==> src/rtl/fetch_pkg.sv <==
// fetch_pkg: shared FSM state encoding and default parameters for the prefetch unit
package fetch_pkg;
    typedef enum logic [1:0] {IDLE, FETCH, FULL, DRAIN} fetchState;
    localparam int DEF_ADDR_W = 32;
    localparam int DEF_WORD_W = 32;
    localparam int DEF_MEM_W = 8;
    localparam int DEF_DEPTH = 2;
    localparam int DEF_RESET_PC = 0;
endpackage

==> src/rtl/fetch_fifo.sv <==
// fetch_fifo: synchronous FIFO of assembled {pc, word} entries with flush
// Ports: clk, rst (sync, active-high), flush (drops all entries), push/pushData,
// pop, headData (zero when empty), empty, count (current occupancy).
// A push into a full FIFO succeeds when a pop happens in the same cycle.
module fetch_fifo #(
    parameter int WIDTH = 64,
    parameter int DEPTH = 2
) (
    input  logic                         clk,
    input  logic                         rst,
    input  logic                         flush,
    input  logic                         push,
    input  logic [WIDTH-1:0]             pushData,
    input  logic                         pop,
    output logic [WIDTH-1:0]             headData,
    output logic                         empty,
    output logic [$clog2(DEPTH+1)-1:0]   count
);
    localparam int PW = DEPTH > 1 ? $clog2(DEPTH) : 1;
    localparam int CW = $clog2(DEPTH + 1);
    logic [WIDTH-1:0] mem [DEPTH];
    logic [PW-1:0] rdPtr, wrPtr;
    logic full, doPush, doPop;
    function automatic logic [PW-1:0] nextPtr(input logic [PW-1:0] p);
        return p == PW'(DEPTH - 1) ? '0 : p + PW'(1);
    endfunction
    assign empty = count == '0;
    assign full = count == CW'(DEPTH);
    assign doPush = push && (!full || pop);
    assign doPop = pop && !empty;
    assign headData = empty ? '0 : mem[rdPtr];
    always_ff @(posedge clk) begin
        if (rst || flush) begin
            rdPtr <= '0;
            wrPtr <= '0;
            count <= '0;
        end else begin
            if (doPush) wrPtr <= nextPtr(wrPtr);
            if (doPop) rdPtr <= nextPtr(rdPtr);
            count <= count + CW'(doPush) - CW'(doPop);
        end
    end
    always_ff @(posedge clk) begin
        if (doPush) mem[wrPtr] <= pushData;
    end
endmodule

==> src/rtl/fetch_prefetch.sv <==
// fetch_prefetch: instruction prefetcher assembling words from narrow memory beats
// Ports: clk, rst (sync, active-high); out_valid/out_ready/out_data/out_pc to decode;
// redir_valid/redir_pc branch redirect; mem_req/mem_addr/mem_ack/mem_rdata memory side.
// Macro FETCH_BIG_ENDIAN_EN: beat 0 fills the most-significant slice instead of the least.
module fetch_prefetch
    import fetch_pkg::*;
#(
    parameter int ADDR_W = DEF_ADDR_W,
    parameter int WORD_W = DEF_WORD_W,
    parameter int MEM_W = DEF_MEM_W,
    parameter int DEPTH = DEF_DEPTH,
    parameter logic [ADDR_W-1:0] RESET_PC = ADDR_W'(DEF_RESET_PC)
) (
    input  logic              clk,
    input  logic              rst,
    output logic              out_valid,
    input  logic              out_ready,
    output logic [WORD_W-1:0] out_data,
    output logic [ADDR_W-1:0] out_pc,
    input  logic              redir_valid,
    input  logic [ADDR_W-1:0] redir_pc,
    output logic              mem_req,
    output logic [ADDR_W-1:0] mem_addr,
    input  logic              mem_ack,
    input  logic [MEM_W-1:0]  mem_rdata
);
    localparam int BEATS = WORD_W / MEM_W;
    localparam int BW = BEATS > 1 ? $clog2(BEATS) : 1;
    localparam int CW = $clog2(DEPTH + 1);
    localparam logic [BW-1:0] LAST_BEAT = BW'(BEATS - 1);
    localparam logic [ADDR_W-1:0] WORD_BYTES = ADDR_W'(WORD_W / 8);
    fetchState state;
    logic [BW-1:0] beat, slice;
    logic [ADDR_W-1:0] fetchPc, pendPc;
    logic [WORD_W-1:0] wordBuf, assembled;
    logic [ADDR_W+WORD_W-1:0] headData;
    logic [CW-1:0] fifoCount;
    logic fifoEmpty, lastBeat, push, pop, fillsFifo;
`ifdef FETCH_BIG_ENDIAN_EN
    assign slice = LAST_BEAT - beat;
`else
    assign slice = beat;
`endif
    assign lastBeat = beat == LAST_BEAT;
    // A redirect in the same cycle overrides both the pop and the push of a finishing word.
    assign pop = out_valid && out_ready && !redir_valid;
    assign push = state == FETCH && mem_ack && lastBeat && !redir_valid;
    assign fillsFifo = fifoCount == CW'(DEPTH - 1) && !pop;
    assign out_valid = !fifoEmpty;
    assign {out_pc, out_data} = headData;
    always_comb begin
        assembled = wordBuf;
        assembled[slice*MEM_W +: MEM_W] = mem_rdata;
    end
    fetch_fifo #(.WIDTH(ADDR_W + WORD_W), .DEPTH(DEPTH)) fifo (
        .clk(clk),
        .rst(rst),
        .flush(redir_valid),
        .push(push),
        .pushData({fetchPc, assembled}),
        .pop(pop),
        .headData(headData),
        .empty(fifoEmpty),
        .count(fifoCount)
    );
    always_ff @(posedge clk) begin
        if (rst) begin
            state <= IDLE;
            beat <= '0;
            fetchPc <= RESET_PC;
            pendPc <= '0;
            mem_addr <= RESET_PC;
            mem_req <= 1'b0;
            wordBuf <= '0;
        end else if (redir_valid) begin
            beat <= '0;
            if (mem_req && !mem_ack) begin
                // Outstanding beat must complete before the new address can be issued.
                state <= DRAIN;
                pendPc <= redir_pc;
            end else begin
                state <= FETCH;
                mem_req <= 1'b1;
                fetchPc <= redir_pc;
                mem_addr <= redir_pc;
            end
        end else begin
            case (state)
                IDLE: begin
                    state <= FETCH;
                    mem_req <= 1'b1;
                end
                FETCH: begin
                    if (mem_ack) begin
                        wordBuf <= assembled;
                        if (lastBeat) begin
                            beat <= '0;
                            fetchPc <= fetchPc + WORD_BYTES;
                            mem_addr <= fetchPc + WORD_BYTES;
                            state <= fillsFifo ? FULL : FETCH;
                            mem_req <= !fillsFifo;
                        end else begin
                            beat <= beat + BW'(1);
                            mem_addr <= mem_addr + ADDR_W'(1);
                        end
                    end
                end
                FULL: begin
                    if (pop) begin
                        state <= FETCH;
                        mem_req <= 1'b1;
                    end
                end
                DRAIN: begin
                    if (mem_ack) begin
                        state <= FETCH;
                        fetchPc <= pendPc;
                        mem_addr <= pendPc;
                    end
                end
            endcase
        end
    end
endmodule

==> config.mk <==
export PLATFORM = sky130hd
export DESIGN_NAME = fetch_prefetch
export DESIGN_NICKNAME = d
export VERILOG_FILES = /design/src/rtl/fetch_pkg.sv /design/src/rtl/fetch_fifo.sv /design/src/rtl/fetch_prefetch.sv
export SDC_FILE = /design/constraint.sdc
export NUM_CORES = 1
export LEC_CHECK = 0
export CORE_MARGIN = 5
export CORE_UTILIZATION = 30
export CTS_BUF_LIST = sky130_fd_sc_hd__clkbuf_4 sky130_fd_sc_hd__clkbuf_8
export DETAILED_ROUTE_END_ITERATION = 8
export PLACE_DENSITY = 0.49
export RECOVER_POWER = 100
export SLEW_MARGIN = 20
export SYNTH_ARGS = -nofsm -noshare
export SYNTH_HDL_FRONTEND = slang
export SYNTH_SLANG_ARGS = --single-unit
==> constraint.sdc <==
create_clock -name clk -period 9.5 [get_ports clk]
set_clock_uncertainty 0.2 [all_clocks]
set_input_delay 2.375 -clock clk [delete_from_list [all_inputs] [get_ports clk]]
set_output_delay 2.375 -clock clk [all_outputs]
set_load 0.1 [all_outputs]
After elaboration in Yosys (flattened, before gate mapping). Memories as Yosys holds them, arrays and structs flattened. A register that Yosys moved wholly into a read port is not among the register bits. Index checks and enable logic that the tools add are counted. W data, S select, Z words.

Add/subtract/negate cells: 8. $mul: 0. Div/mod/pow operators: 0. Magnitude comparators: 0. Equality and inequality tests: 11. Shift operators: 2. Multiplexer cells: 33. Bitwise gates (word level): 1. Reductions and logical operators: 29.

Operators by type and width (number): $mux W32 (8); $pmux W32 S2 (2); $mux W64 (1); $neg A5 Y34 (1); $shift A8 B34 Y32 const A (1); $shiftx A8 B34 Y32 (1); $add A32 B1 Y32 const B (1); $add A32 B3 Y32 const B (1); $bwmux W32 (1); $mux W2 (8); $mux W1 (11); $reduce_and A5 Y1 (2); $logic_and A1 B1 Y1 (9); $ne A3 B3 Y1 const B (3); $eq A2 B2 Y1 const B (4); $pmux W2 S4 (1); $reduce_and A4 Y1 (2); $logic_not A1 Y1 (6); $eq A2 B1 Y1 const B (2); $logic_not A2 Y1 (2); $reduce_and A2 Y1 (2); $reduce_bool A4 Y1 (1); $ne A3 B2 Y1 const B (1); $pmux W1 S3 (1); 10 further kinds (12).

Register bits after elaboration: 137. Bits in latches: 0. Memory bits (writable): 128. ROM bits: 0. Input port bits: 45. Output and inout port bits: 98. Logic and storage cells: 95. Memories kept: 1.

Memory list: fifo.mem (words 2, bits a word 64, read ports 1, clocked after memory_dff 1, wr ports 1, line fetch_fifo.sv:21) `logic [WIDTH-1:0] mem [DEPTH];`.

Depth between registers and ports, before layout.
Depth after elaboration: 11. Depth in mapped cells: 10. Depth with buffers taken out: 8.

By module. Synthesis repeated with hierarchy kept, for this count alone.

Cells, all modules: 1335. Area, all modules: 12891.1 µm².

By module, submodules not included: fetch_prefetch (instances 1, cells an instance 1038, area each 7772.5 µm², seq. area each 2662.6 µm²); fetch_fifo (instances 1, cells an instance 297, area each 5118.7 µm², seq. area each 3943.8 µm²).

Least setup slack after synthesis. OpenSTA, ideal clock, no wires.

Kind: input to register. Start point: input mem_ack. End point: memory fifo.mem[0][0] (enable). Setup time: 0.494 ns. Arrival time: 5.933 ns. Data required time: 8.806 ns. Slack: 2.873 ns. Stages: 4. Path buffers: 1. Cells stage by stage: clkbuf_1 -> and3_1 -> o311a_1 -> nor2b_1.

Longest elaborated chain between the ends: 6.

RTL lines: start, declared (line fetch_prefetch.sv:24) `input logic mem_ack,`; $logic_and A1 B1 Y1 (3 in a row) (line fetch_prefetch.sv:47) `assign push = state == FETCH && mem_ack && lastBeat && !redir_valid;`; $logic_and A1 B1 Y1 (line fetch_fifo.sv:29) `assign doPush = push && (!full || pop);`; named net fifo.doPush (line fetch_fifo.sv:23) `logic full, doPush, doPop;`; $mux W1 (line fetch_fifo.sv:44) `if (doPush) mem[wrPtr] <= pushData;`; $mux W1 (not written as such) (line fetch_fifo.sv:44); end, declared (line fetch_fifo.sv:21).

The timed path passes the listed nets, and every way through them passes these cells.

==> impl_metrics.py <==
metrics = {
    "critical_path": {
        "start_kind": "input pin",
        "cp.required_ps": 9780,
        "cpMaxStageDelayCell": "clkbuf_1",
        "crit_path_max_fanout": 66,
        "end_kind": "register",
        "crit_type": "in -> reg",
        "slowest_delay_ps": 2360,
        "critical-path-top-delay-family": "buffers and inverters",
        "timing.critical_path.buf_inv": 2,
        "cp.arrival_ps": 7680,
        "crit_top_cell": "clkbuf_1",
        "crit_path_cell_trace": "clkbuf_1 -> clkbuf_1 -> nor2_1 -> a32oi_1 -> nand2_1",
    },
    "die": {
        "start_util_pct": 30.3,
        "boundaryPins": 143,
        "dieWidth_um": 215,
        "die-area_um2": 46400,
        "core_region_area_um2": 41900,
        "die_h_um": 215,
        "rows": 75,
    },
    "clock_tree": {
        "cts_buffers": 49,
        "cts_tree": "done",
        "postCtsSetupBuffers": 0,
        "cts.sinks": 266,
        "cts_resized": 0,
        "clk_latency_ps": 600,
        "clock_path_buffers": 3,
        "htreeDepth": 2,
        "clk_pin_slew_worst_paths_ps": 70,
        "cts_root_buffer": "clkbuf_8",
        "hold_buffers": 0,
    },
    "synthesis": {
        "yosysTopAreaCell": "edfxtp_1",
        "async_reset_ff_share_pct": 0,
        "synthXorXnorAreaFrac_pct": 3.18,
        "syn_area_per_cell_um2": 9.45,
        "ys_seq_area_share_pct": 52.2,
        "synth_top_area_share_pct": 30.3,
        "synth_compound_area_share_pct": 13.2,
        "synth.distinct_cells": 66,
        "muxShareOfSynthArea_pct": 5.85,
        "synth_seq_cells": 266,
        "synth_top_family_by_area": "simple AND/OR/NAND/NOR gates",
        "netlist_top_cells_area": "edfxtp_1 (30%), dfxtp_1 (22%), nand2_1 (6.0%), mux2i_1 (5.8%), nor2_1 (5.5%)",
        "synth_adder_area_share_pct": 0.988,
        "synthCells": 1340,
        "synth_ff_type": "dfxtp_1",
        "yosysWarnings": 0,
        "syn-num-nets": 1395,
        "synth.cell_area_um2": 12700,
        "yosys.area_share.simple_pct": 21.4,
        "synth_edf_count": 128,
    },
    "layout": {
        "instances_no_fill": 2038,
        "multi_input_area_um2": 5670,
        "ff_latch_area_um2": 6610,
        "final_common_cell": "nand2_1",
        "final_core_util_pct": 37.0,
        "nNetsFinal": 1514,
        "final_area_um2": 15500,
        "num_antenna_cells": 0,
        "fillCellCount": 4274,
        "drive_above_1_share_pct": 7.81,
        "most-common-layout-cells": "nand2_1 (203), nor2_1 (186), dfxtp_1 (137), edfxtp_1 (128), dlygate4sd3_1 (105)",
        "syn2layout_area_growth_pct": 22.4,
    },
    "timing": {
        "relSlewSlack_pct": -115,
        "min_period_ps": 7400,
        "tightest_slew_ps": 3230,
        "rsz0062_at_grt": "no",
        "hold_violations": 0,
        "min_period_over_period_pct": 77.9,
        "fmax_mhz": 135,
        "setup_violations": 0,
        "slew_violations": 364,
        "tns_ps": 0,
    },
    "global_routing": {
        "grt_pass1_wl_um": 59400,
        "antenna_found_initial": 0,
        "track_usage_pct": 16.0,
        "grt-ovfl-total": 0,
        "grt_pass1_vias": 9949,
        "grt_max_degree": 67,
    },
    "placed_design": {
        "placedCellCount": 1947,
        "port_buffers": 142,
        "gp_congestion": 0.870,
        "post_dp_cell_area_um2": 14600,
        "dpl.hpwl_um": 26000,
    },
    "route": {
        "dr.pass1.iters": 4,
        "vias": 10300,
        "ant_nets": 0,
        "routedWlPerCell_um": 18.7,
        "drc": 0,
        "vias_per_cell": 5.06,
        "drt_iter0_drc": 682,
        "wl_um": 38100,
    },
    "status": {
        "violations": "capacitance limit, slew limit",
        "status": "finished with violations",
    },
    "power": {
        "report.power.total_mw": 2.71,
        "vdd_drop_max_mv": 0.0826,
        "p_leak_nw": 5.51,
        "powerDensity_nw_per_um2": 175,
    },
    "job": {
        "drv_cap": 6,
    },
    "hold_path": {
        "hp-class": "reg -> reg",
    },
}
==> state kept, by name, indices dropped and copies added (netlist names), named ones only <==
name and count:
fifo.mem 128, wordBuf 32, state 2, fifo.wrPtr 1, pendPc 32, fifo.count 2, mem_addr 32, beat 2
fetchPc 32, mem_req 1, fifo.rdPtr 1
==> final cells by class <==
class / instances / area share [%]
Sequential cell: 266 / 42.6
Clock inverter: 19 / 0.654
Multi-Input combinational cell: 971 / 36.6
Tap cell: 539 / 4.35
Inverter: 13 / 0.315
Clock buffer: 72 / 5.67
Timing Repair Buffer: 158 / 9.77
==> cells in the mapped netlist (4+ instances only) <==
library cell    n
edfxtp_1      128
mux2i_1        74
nand4_1        16
or3_1           7
nand3b_1        4
a31oi_1         6
a311oi_1       41
buf_1          14
nand3_1        31
nor3_1         34
xnor2_1        28
dfxtp_1       138
o22ai_1         6
buf_2           7
inv_1          13
and3_1         18
o21a_1          4
a22oi_1         5
nor2_1        187
clkbuf_1       67
a211oi_1       18
o211ai_1       11
o21ai_0        39
nand2b_1       35
nand2_1       203
o31ai_1         6
and2_1          6
nor4_1         12
ha_1           10
nor2b_1         6
xor2_1         18
a221oi_1        7
a21oi_1        86
or2_2           4
and4_1          5
==> kinds of logic (layout without fill, tap and decap cells) <==
family,after synthesis,count (layout)
and+or+nand+nor,586,586
DFF,266,266
AOI/OAI and AO/OA,255,255
buffers and inverters,103,262
muxes,74,74
xor gates and xnor gates,46,46
adders and majority gates,10,10
==> where the power goes <==
part	switching, mW	total (mW)	internal, mW
clock network	0.493	1.09	0.595
logic	0.226	0.323	0.0966
registers	0.0569	1.30	1.24
==> metal layers <==
layer / track usage [%] / vias up / share of wire [%]
met5: 0 / - / 0
met4: 4.20 / 0 / 1.8
met3: 2.97 / 48 / 4.8
met2: 24.0 / 273 / 44
met1: 23.9 / 4926 / 50
li1: - / 5072 / -
==> metrics by stage <==
| stage | setup slack [ps] | hold WS [ps] |
|---|---|---|
| after floorplan | 2870 | 220 |
| after global placement | 2690 | 237 |
| after detailed placement | 3030 | 243 |
| after CTS | 3330 | 253 |
| after global routing | 1700 | 263 |
| final | 2100 | 251 |
==> worst paths after layout <==
path	depth (start not counted)	to	start	slack [ps]
max	5	mem_addr[27]	rst	2100
min	2	pendPc[0]	pendPc[0]	250
max reg2reg	5	fifo.mem[1][37]	state[0]	4350
min reg2reg	2	pendPc[0]	pendPc[0]	250
==> tightest hold or removal path, stage by stage, from the launching register on <==
cell and delay (ps):
dfxtp_1 310, nand2_1 50, a21oi_1 50
Note: power is estimated with default switching activity, not from simulation.
